`src/rtl/imem_fetch_decoder_pkg.sv`:
```
// Shared definitions for the instruction fetch/decode path: RV32 opcode
// constants, the decoded-type encoding, the halt word and the FSM states.
// The loader side uses the same constants when building memory images.
package imem_fetch_decoder_pkg;

  localparam logic [6:0]  OPC_R     = 7'b0110011;
  localparam logic [6:0]  OPC_I     = 7'b0010011;
  localparam logic [6:0]  OPC_L     = 7'b0000011;
  localparam logic [6:0]  OPC_S     = 7'b0100011;
  localparam logic [6:0]  OPC_JAL   = 7'b1101111;

  // JAL x0,0 : a jump-to-self that marks the end of a program image
  localparam logic [31:0] HALT_WORD = 32'h0000006F;

  typedef enum logic [2:0] {
    DT_R     = 3'd0,
    DT_I     = 3'd1,
    DT_LOAD  = 3'd2,
    DT_STORE = 3'd3,
    DT_JAL   = 3'd4,
    DT_OTHER = 3'd7
  } dec_type_e;

  typedef enum logic [2:0] {
    S_IDLE = 3'd0,
    S_REQ  = 3'd1,
    S_WAIT = 3'd2,
    S_OUT  = 3'd3,
    S_FIN  = 3'd4
  } fetch_state_e;

  typedef struct packed {
    logic [6:0]  opcode;
    logic [4:0]  rd;
    logic [4:0]  rs1;
    logic [4:0]  rs2;
    logic [2:0]  funct3;
    logic [6:0]  funct7;
    logic [31:0] imm;
    dec_type_e   dtype;
    logic        illegal;
  } dec_fields_t;

  // Sign-extend a 12-bit immediate to 32 bits
  function automatic logic [31:0] sext12(input logic [11:0] v);
    return {{20{v[11]}}, v};
  endfunction

endpackage

```
`src/rtl/imem_fetch_decoder_rv_instr_decode.sv`:
```
// Purely combinational RV32 decode of one raw instruction word into register
// fields, a coarse type class and the sign-extended immediate.
module rv_instr_decode
  import imem_fetch_decoder_pkg::*;
(
  input  logic [31:0] instr_i,
  output dec_fields_t fields_o
);

  // Slice fixed fields from the raw word, then classify by opcode
  always_comb begin
    fields_o         = '0;
    fields_o.opcode  = instr_i[6:0];
    fields_o.rd      = instr_i[11:7];
    fields_o.funct3  = instr_i[14:12];
    fields_o.rs1     = instr_i[19:15];
    fields_o.rs2     = instr_i[24:20];
    fields_o.funct7  = instr_i[31:25];
    fields_o.imm     = 32'h0;
    fields_o.dtype   = DT_OTHER;
    fields_o.illegal = 1'b0;
    case (instr_i[6:0])
      OPC_R: begin
        fields_o.dtype = DT_R;
      end
      OPC_I: begin
        fields_o.dtype = DT_I;
        fields_o.imm   = sext12(instr_i[31:20]);
      end
      OPC_L: begin
        fields_o.dtype = DT_LOAD;
        fields_o.imm   = sext12(instr_i[31:20]);
      end
      OPC_S: begin
        fields_o.dtype = DT_STORE;
        fields_o.imm   = sext12({instr_i[31:25], instr_i[11:7]});
      end
      OPC_JAL: begin
        fields_o.dtype = DT_JAL;
        fields_o.imm   = {{11{instr_i[31]}}, instr_i[31], instr_i[19:12],
                          instr_i[20], instr_i[30:21], 1'b0};
      end
      default: begin
        fields_o.dtype   = DT_OTHER;
        fields_o.illegal = 1'b1;
        fields_o.imm     = 32'h0;
      end
    endcase
  end

endmodule

```
`src/rtl/imem_fetch_decoder.sv`:
```
// Sequential fetcher: reads words from instruction memory starting at
// START_ADDR, decodes each one and offers it on a valid/ready port until the
// halt word is seen or MAX_WORDS words have been handed over.
module imem_fetch_decoder #(
  parameter logic [31:0] START_ADDR = 32'h0,
  parameter int unsigned MAX_WORDS  = 16
) (
  input  logic        clk,
  input  logic        rst,
  input  logic        start,
  output logic        imem_re,
  output logic [31:0] imem_raddr,
  input  logic [31:0] imem_rdata,
  output logic        dec_valid,
  input  logic        dec_ready,
  output logic [31:0] dec_pc,
  output logic [6:0]  dec_opcode,
  output logic [4:0]  dec_rd,
  output logic [4:0]  dec_rs1,
  output logic [4:0]  dec_rs2,
  output logic [2:0]  dec_funct3,
  output logic [6:0]  dec_funct7,
  output logic [31:0] dec_imm,
  output logic [2:0]  dec_type,
  output logic [0:0]  dec_illegal,
  output logic        busy,
  output logic        done
);
  import imem_fetch_decoder_pkg::*;

  localparam logic [7:0] LAST_COUNT = 8'(MAX_WORDS);

  fetch_state_e state_q, state_d;
  logic [31:0]  pc_q, pc_d;
  logic [7:0]   count_q, count_d;
  logic         busy_q, busy_d;
  logic         done_q, done_d;
  logic         re_q, re_d;
  logic [31:0]  raddr_q, raddr_d;
  logic         valid_q, valid_d;
  logic [31:0]  instr_q, instr_d;
  logic [31:0]  dpc_q, dpc_d;
  dec_fields_t  fields_q, fields_d;
  dec_fields_t  dec_s;

  rv_instr_decode u_decode (
    .instr_i  (imem_rdata),
    .fields_o (dec_s)
  );

  // Next-state and registered-output computation for the fetch FSM
  always_comb begin
    state_d  = state_q;
    pc_d     = pc_q;
    count_d  = count_q;
    busy_d   = busy_q;
    done_d   = done_q;
    re_d     = 1'b0;
    raddr_d  = raddr_q;
    valid_d  = valid_q;
    instr_d  = instr_q;
    dpc_d    = dpc_q;
    fields_d = fields_q;
    case (state_q)
      S_IDLE: begin
        if (start) begin
          pc_d    = START_ADDR;
          count_d = 8'd0;
          done_d  = 1'b0;
          busy_d  = 1'b1;
          re_d    = 1'b1;
          raddr_d = START_ADDR;
          state_d = S_REQ;
        end else begin
          state_d = S_IDLE;
        end
      end
      S_REQ: begin
        state_d = S_WAIT;
      end
      S_WAIT: begin
        // read data is only valid in this cycle, so latch word and decode now
        instr_d  = imem_rdata;
        fields_d = dec_s;
        dpc_d    = pc_q;
        valid_d  = 1'b1;
        state_d  = S_OUT;
      end
      S_OUT: begin
        if (dec_ready) begin
          valid_d = 1'b0;
          count_d = count_q + 8'd1;
          if ((instr_q == HALT_WORD) || (count_d == LAST_COUNT)) begin
            busy_d  = 1'b0;
            done_d  = 1'b1;
            state_d = S_FIN;
          end else begin
            pc_d    = pc_q + 32'd4;
            re_d    = 1'b1;
            raddr_d = pc_q + 32'd4;
            state_d = S_REQ;
          end
        end else begin
          valid_d = 1'b1;
        end
      end
      S_FIN: begin
        state_d = S_IDLE;
      end
      default: begin
        busy_d  = 1'b0;
        valid_d = 1'b0;
        state_d = S_IDLE;
      end
    endcase
  end

  // State and output registers; low rst clears everything on the next edge
  always_ff @(posedge clk) begin
    if (!rst) begin
      state_q  <= S_IDLE;
      pc_q     <= 32'h0;
      count_q  <= 8'd0;
      busy_q   <= 1'b0;
      done_q   <= 1'b0;
      re_q     <= 1'b0;
      raddr_q  <= 32'h0;
      valid_q  <= 1'b0;
      instr_q  <= 32'h0;
      dpc_q    <= 32'h0;
      fields_q <= '0;
    end else begin
      state_q  <= state_d;
      pc_q     <= pc_d;
      count_q  <= count_d;
      busy_q   <= busy_d;
      done_q   <= done_d;
      re_q     <= re_d;
      raddr_q  <= raddr_d;
      valid_q  <= valid_d;
      instr_q  <= instr_d;
      dpc_q    <= dpc_d;
      fields_q <= fields_d;
    end
  end

  assign imem_re     = re_q;
  assign imem_raddr  = raddr_q;
  assign dec_valid   = valid_q;
  assign dec_pc      = dpc_q;
  assign dec_opcode  = fields_q.opcode;
  assign dec_rd      = fields_q.rd;
  assign dec_rs1     = fields_q.rs1;
  assign dec_rs2     = fields_q.rs2;
  assign dec_funct3  = fields_q.funct3;
  assign dec_funct7  = fields_q.funct7;
  assign dec_imm     = fields_q.imm;
  assign dec_type    = fields_q.dtype;
  assign dec_illegal = fields_q.illegal;
  assign busy        = busy_q;
  assign done        = done_q;

endmodule

```
`config.mk`:
```
export PLATFORM = sky130hd
export DESIGN_NAME = imem_fetch_decoder
export DESIGN_NICKNAME = d
export VERILOG_FILES = /design/src/rtl/imem_fetch_decoder_pkg.sv /design/src/rtl/imem_fetch_decoder_rv_instr_decode.sv /design/src/rtl/imem_fetch_decoder.sv
export SDC_FILE = /design/constraint.sdc
export NUM_CORES = 1
export LEC_CHECK = 0
export CAP_MARGIN = 20
export CORE_MARGIN = 2
export CORE_UTILIZATION = 51
export DETAILED_ROUTE_END_ITERATION = 10
export PLACE_DENSITY = 0.91
export SETUP_SLACK_MARGIN = 0.5
export SYNTH_ARGS = -nofsm -noshare
export SYNTH_HDL_FRONTEND = slang
export SYNTH_HIERARCHICAL = 1
export SYNTH_SLANG_ARGS = --single-unit
```
`constraint.sdc`:
```
create_clock -name clk -period 2.83 [get_ports clk]
set_clock_uncertainty 0.15 [all_clocks]
set_input_delay 0.566 -clock clk [delete_from_list [all_inputs] [get_ports clk]]
set_output_delay 0.566 -clock clk [all_outputs]
set_load 0.05 [all_outputs]
```
* Yosys cells after proc, flatten, opt, wreduce, memory -nomap -nowiden *
Cells that the tools add are included.
Widths: inputs -> output; s select.

storage, ports and cells
  flip-flop bits (word level) = 179

operators by class
  multiplexer cells = 28
  eq/ne operators = 15
  reductions and logical operators = 11
  add/sub/neg operators = 2
  bitwise logic cells = 1

operator list
  operator               count
  $mux 32                3
  $pmux 32 s3            1
  $pmux 32 s2            1
  $add 32x3->32 const B  1
  $eq 32x7->1 const B    1
  $mux 8                 2
  $pmux 8 s2             1
  $pmux 3 s5             1
  $eq 7x6->1 const B     2
  $mux 1                 12
  $pmux 3 s4             1
  $reduce_and 4->1       3
  $add 8x1->8 const B    1
  $eq 8x5->1 const B     1
  $ne 2x2->1 const B     4
  $eq 7x2->1 const B     1
  $eq 7x5->1 const B     1
  $eq 7x7->1 const B     1
  $eq 3x2->1 const B     2
  $mux 3                 2
  $pmux 1 s3             2
  $reduce_or 3->1        2
  $reduce_or 5->1        1
  $pmux 1 s2             2
  other kinds (8)        8

* Logic depth before layout (Yosys ltp) *
  depth after elaboration = 6
  gate-level depth with buffers = 8
  mapped depth without buffers = 6

* By module *
The synthesis kept the hierarchy.

by module, submodules not included
  module              cells an instance  seq. area each (µm²)  area an instance (µm²)  instances
  imem_fetch_decoder  893                3503.4                6979.2                  1
  rv_instr_decode     102                0.0                   743.2                   1

* Worst setup path after synthesis *
OpenSTA, ideal clock, no wires.

  path kind = reg-to-reg
  start point = register, netlist name imem_raddr[7]
  end point = register raddr_q[29], in the netlist imem_raddr[29]
  path buffers = 2
  arrival time = 2.456 ns
  stages on the path, launching flop included = 8
  required time = 2.558 ns
  setup time = 0.122 ns
  setup slack = 0.103 ns
  cell sequence = dfxtp_1 buf_2 nand4_2 or4_1 buf_2 or3_4 and4_4 a221o_1

RTL lines
  what                  line                       source
  to (signal assigned)  imem_fetch_decoder.sv:139  raddr_q <= raddr_d;
  to (decl)             imem_fetch_decoder.sv:39   logic [31:0] raddr_q, raddr_d;

* Worst setup path in the final report *
  start point = register fields_q (netlist bit dec_imm[3])
  end point = output port dec_imm[3]

RTL lines
  what                    line                       source
  from (decl)             imem_fetch_decoder.sv:43   dec_fields_t fields_q, fields_d;
  from (signal assigned)  imem_fetch_decoder.sv:143  fields_q <= fields_d;
  to (decl)               imem_fetch_decoder.sv:23   output logic [31:0] dec_imm,

No word-level cell between the ends.

==> flow_summary.toml <==
[global_route]
top_usage_layer = "met2"
grt_pass1_wl_microns = 34830
grt_start_max_net_pins = 117
antenna_found_initial = 0
met2_usage = 0.4102
gr-usage-met3 = 0.05318
grt-ovfl-total = 0
grt_pass1_vias = 6830
gr-usage-met1 = 0.3672
grt_use_total = 0.2679

[flow_run]
maxCapViolations = 0

[die]
die_x_microns = 127.1
num_rows = 44
die_y_microns = 127.1
initial_core_util = 0.5273
dieArea_sq_um = 16140
design.portCount = 172
fp.coreArea_sq_um = 14640

[setup_path]
start_kind = "flop"
r2r_start = "imem_raddr[11]"
crit_start = "dec_imm[3]"
path_class = "flop to output port"
path_buf_inv = 1
endpoint_kind = "output port"
critPathArrivalTime_ns = 1.59
path_cells = "clkdlybuf4s50_1"
cp_max_fo = 2
worst_path_max_delay_cell = "clkdlybuf4s50_1"
slowest_delay_ns = 0.82
cp_top_family = "buffers and inverters"
worstPathRequired_ns = 2.11

[drt]
vias = 7527
drt-initial-drc-count = 870
ant_nets = 0
detail_route.wl_per_cell_microns = 17.12
drc_errors = 0
drt-total-wl_microns = 22280
dr.pass1.iters = 5
viasPerCell = 5.781

[cells_and_area]
mostFrequentLayoutCell = "nand2_1"
fillers = 1131
final_layout_size_suffix_gt1_frac = 0.1029
area_growth_pct = 29.57
insertedDiodeCount = 0
fin_cells = 1302
layout_common_cells = "nand2_1 (287), dfxtp_1 (162), a21oi_1 (144)"
nets = 1146

[timing]
rsz0062_at_grt = "false"
fin_crit_sh = 0.8147
setup_violations = 0
hold_violations = 0
max_freq_mhz = 433.7
max-slew-margin-rel = 0.4438
final.min_clock_period_ns = 2.306
tns_ns = 0
worst_pin_slew_ns = 0.8266
report.final.slew_viol_count = 0

[synthesis]
synth_edf_count = 0
synthesis.area_sq_um = 7722
ys_types = 68
ys_ff_latch = 175
ys_seq_area_frac = 0.4537
synth_area_per_cell_sq_um = 7.761
synth-main-ff-cell = "dfxtp_1"
async_flop_share = 0
netlist_instances = 995
synth_warnings = 6

[clock_tree]
cts_max_path_buffers = 2
ctsHoldBuffers = 0
clk_latency_ns = 0.43
clkTransAtPathRegs_ns = 0.06
cts_made_buffers = 17
tritoncts = "built"
cts.sinks = 175
htreeDepth = 4
cts-root-buf = "clkbuf_16"

[placement]
gp_congestion = 0.9209
portBuffers = 167
dp.cells = 1269
dp_hpwl_microns = 14840

[outcome]
status = "finished clean"

[power_and_ir_drop]
ir_drop_v = 0.0004443
p_per_area_nw_per_um2 = 550.9
p_leak_nw = 3.996

[worst_hold_path]
min_from = "dec_pc[9]"
hold_class = "flop to flop"
## synth_stat cells (all sizes together) (3+ instances only)
library cell	number	area share
a31oi	10	0.0081
inv	8	0.0039
nor2	29	0.014
nand4	18	0.016
nand2	289	0.14
nor3	27	0.018
and2	6	0.0049
clkbuf	60	0.029
xnor2	3	0.0034
nand4b	6	0.0068
or4	4	0.0039
a21o	10	0.0097
nor4b	3	0.0034
a21oi	144	0.093
o22ai	6	0.0049
a21boi	10	0.013
a211o	3	0.0036
o211ai	6	0.0058
o31ai	4	0.0039
nor4	13	0.011
nand3	27	0.017
buf	56	0.053
a211oi	4	0.0039
or3	6	0.0062
a221o	5	0.0065
o21ai	18	0.012
and4	5	0.0060
dfxtp	175	0.45
and3	6	0.0050
## cell families (layout without fill, tap and decap cells)
family / after synthesis / in the layout / synth area share
XOR/XNOR: 3 / 3 / 0.003403
flip-flops: 175 / 175 / 0.4537
AND/OR/NAND/NOR: 449 / 449 / 0.2634
buffers and inverters: 124 / 244 / 0.08603
AO/OA/AOI/OAI: 239 / 239 / 0.1870
other: 1 / 4 / 0.0004856
adder cells (fa/ha/maj): 2 / 2 / 0.003240
multiplexers: 2 / 2 / 0.002754
## report_power, final
part	internal (mW)	switching, mW
combinational	0.242	0.513
sequential	2.54	0.0547
clock	1.24	0.926
total	4.02	1.49
## worst paths after layout
path | depth (start not counted) | slack, ns | to
worst max register to register | 5 | 0.55 | imem_raddr[29]
worst max-delay path | 1 | 0.52 | dec_imm[3]
worst min-delay path | 2 | 0.30 | dec_pc[9]
worst min register to register | 2 | 0.30 | dec_pc[9]
## metal layers
layer,part of all wire,vias to the layer above
li1,-,3597
met1,0.43,3479
met4,0.034,0
met2,0.45,383
met5,0,-
met3,0.078,68
## worst min-delay path: cells and delay by family (launching register included)
kind / cells / cell delay [ns]
compound gates: 1 / 0.05
flops: 1 / 0.30
simple gates: 1 / 0.05
## stage by stage
| stage | total power [mW] | utilization | hold slack (ns) | worst slack (ns) | instance area (sq um) |
|---|---|---|---|---|---|
| after floorplan | 3.129 | - | 0.2812 | 0.3673 | 7757 |
| after global placement | 3.371 | 0.6386 | 0.2888 | 0.1471 | 9351 |
| after detailed placement | 3.383 | 0.6386 | 0.2949 | 0.1360 | 9351 |
| after CTS | 5.511 | 0.6718 | 0.3036 | 0.5021 | 9838 |
| after global routing | 5.679 | 0.6833 | 0.3181 | 0.4852 | 10010 |
| final | 5.512 | 0.6833 | 0.3003 | 0.5243 | 10010 |
## registers in the layout, summed over array words and instances, names as in the netlist, 3 cells and up
| signal | count |
|---|---|
| dec_rd | 5 |
| state_q | 3 |
| imem_raddr | 30 |
| dec_rs1 | 5 |
| count_q | 8 |
| dec_type | 3 |
| dec_rs2 | 5 |
| dec_funct7 | 7 |
| dec_funct3 | 3 |
| dec_pc | 30 |
| instr_q | 32 |
| dec_imm | 32 |
| dec_opcode | 7 |
## repair_timing
item	CTS	global route
gates cloned	0	0
setup endpoints to repair	56	47
endpoints found under the hold margin	0	0
pin swaps	0	3
setup buffers	0	4
resized for setup	42	37
## final cells by class
type                            count  area (sq um)  share of cell area
Multi-Input combinational cell    699          3675              0.3673
Sequential cell                   175          3530              0.3528
Timing Repair Buffer              207          2009              0.2008
Clock buffer                       23         467.9             0.04677
Tap cell                          184         230.2             0.02301
Clock inverter                      6         61.31            0.006127
Inverter                            8         32.53            0.003251
(Power assumes the default switching activity.)
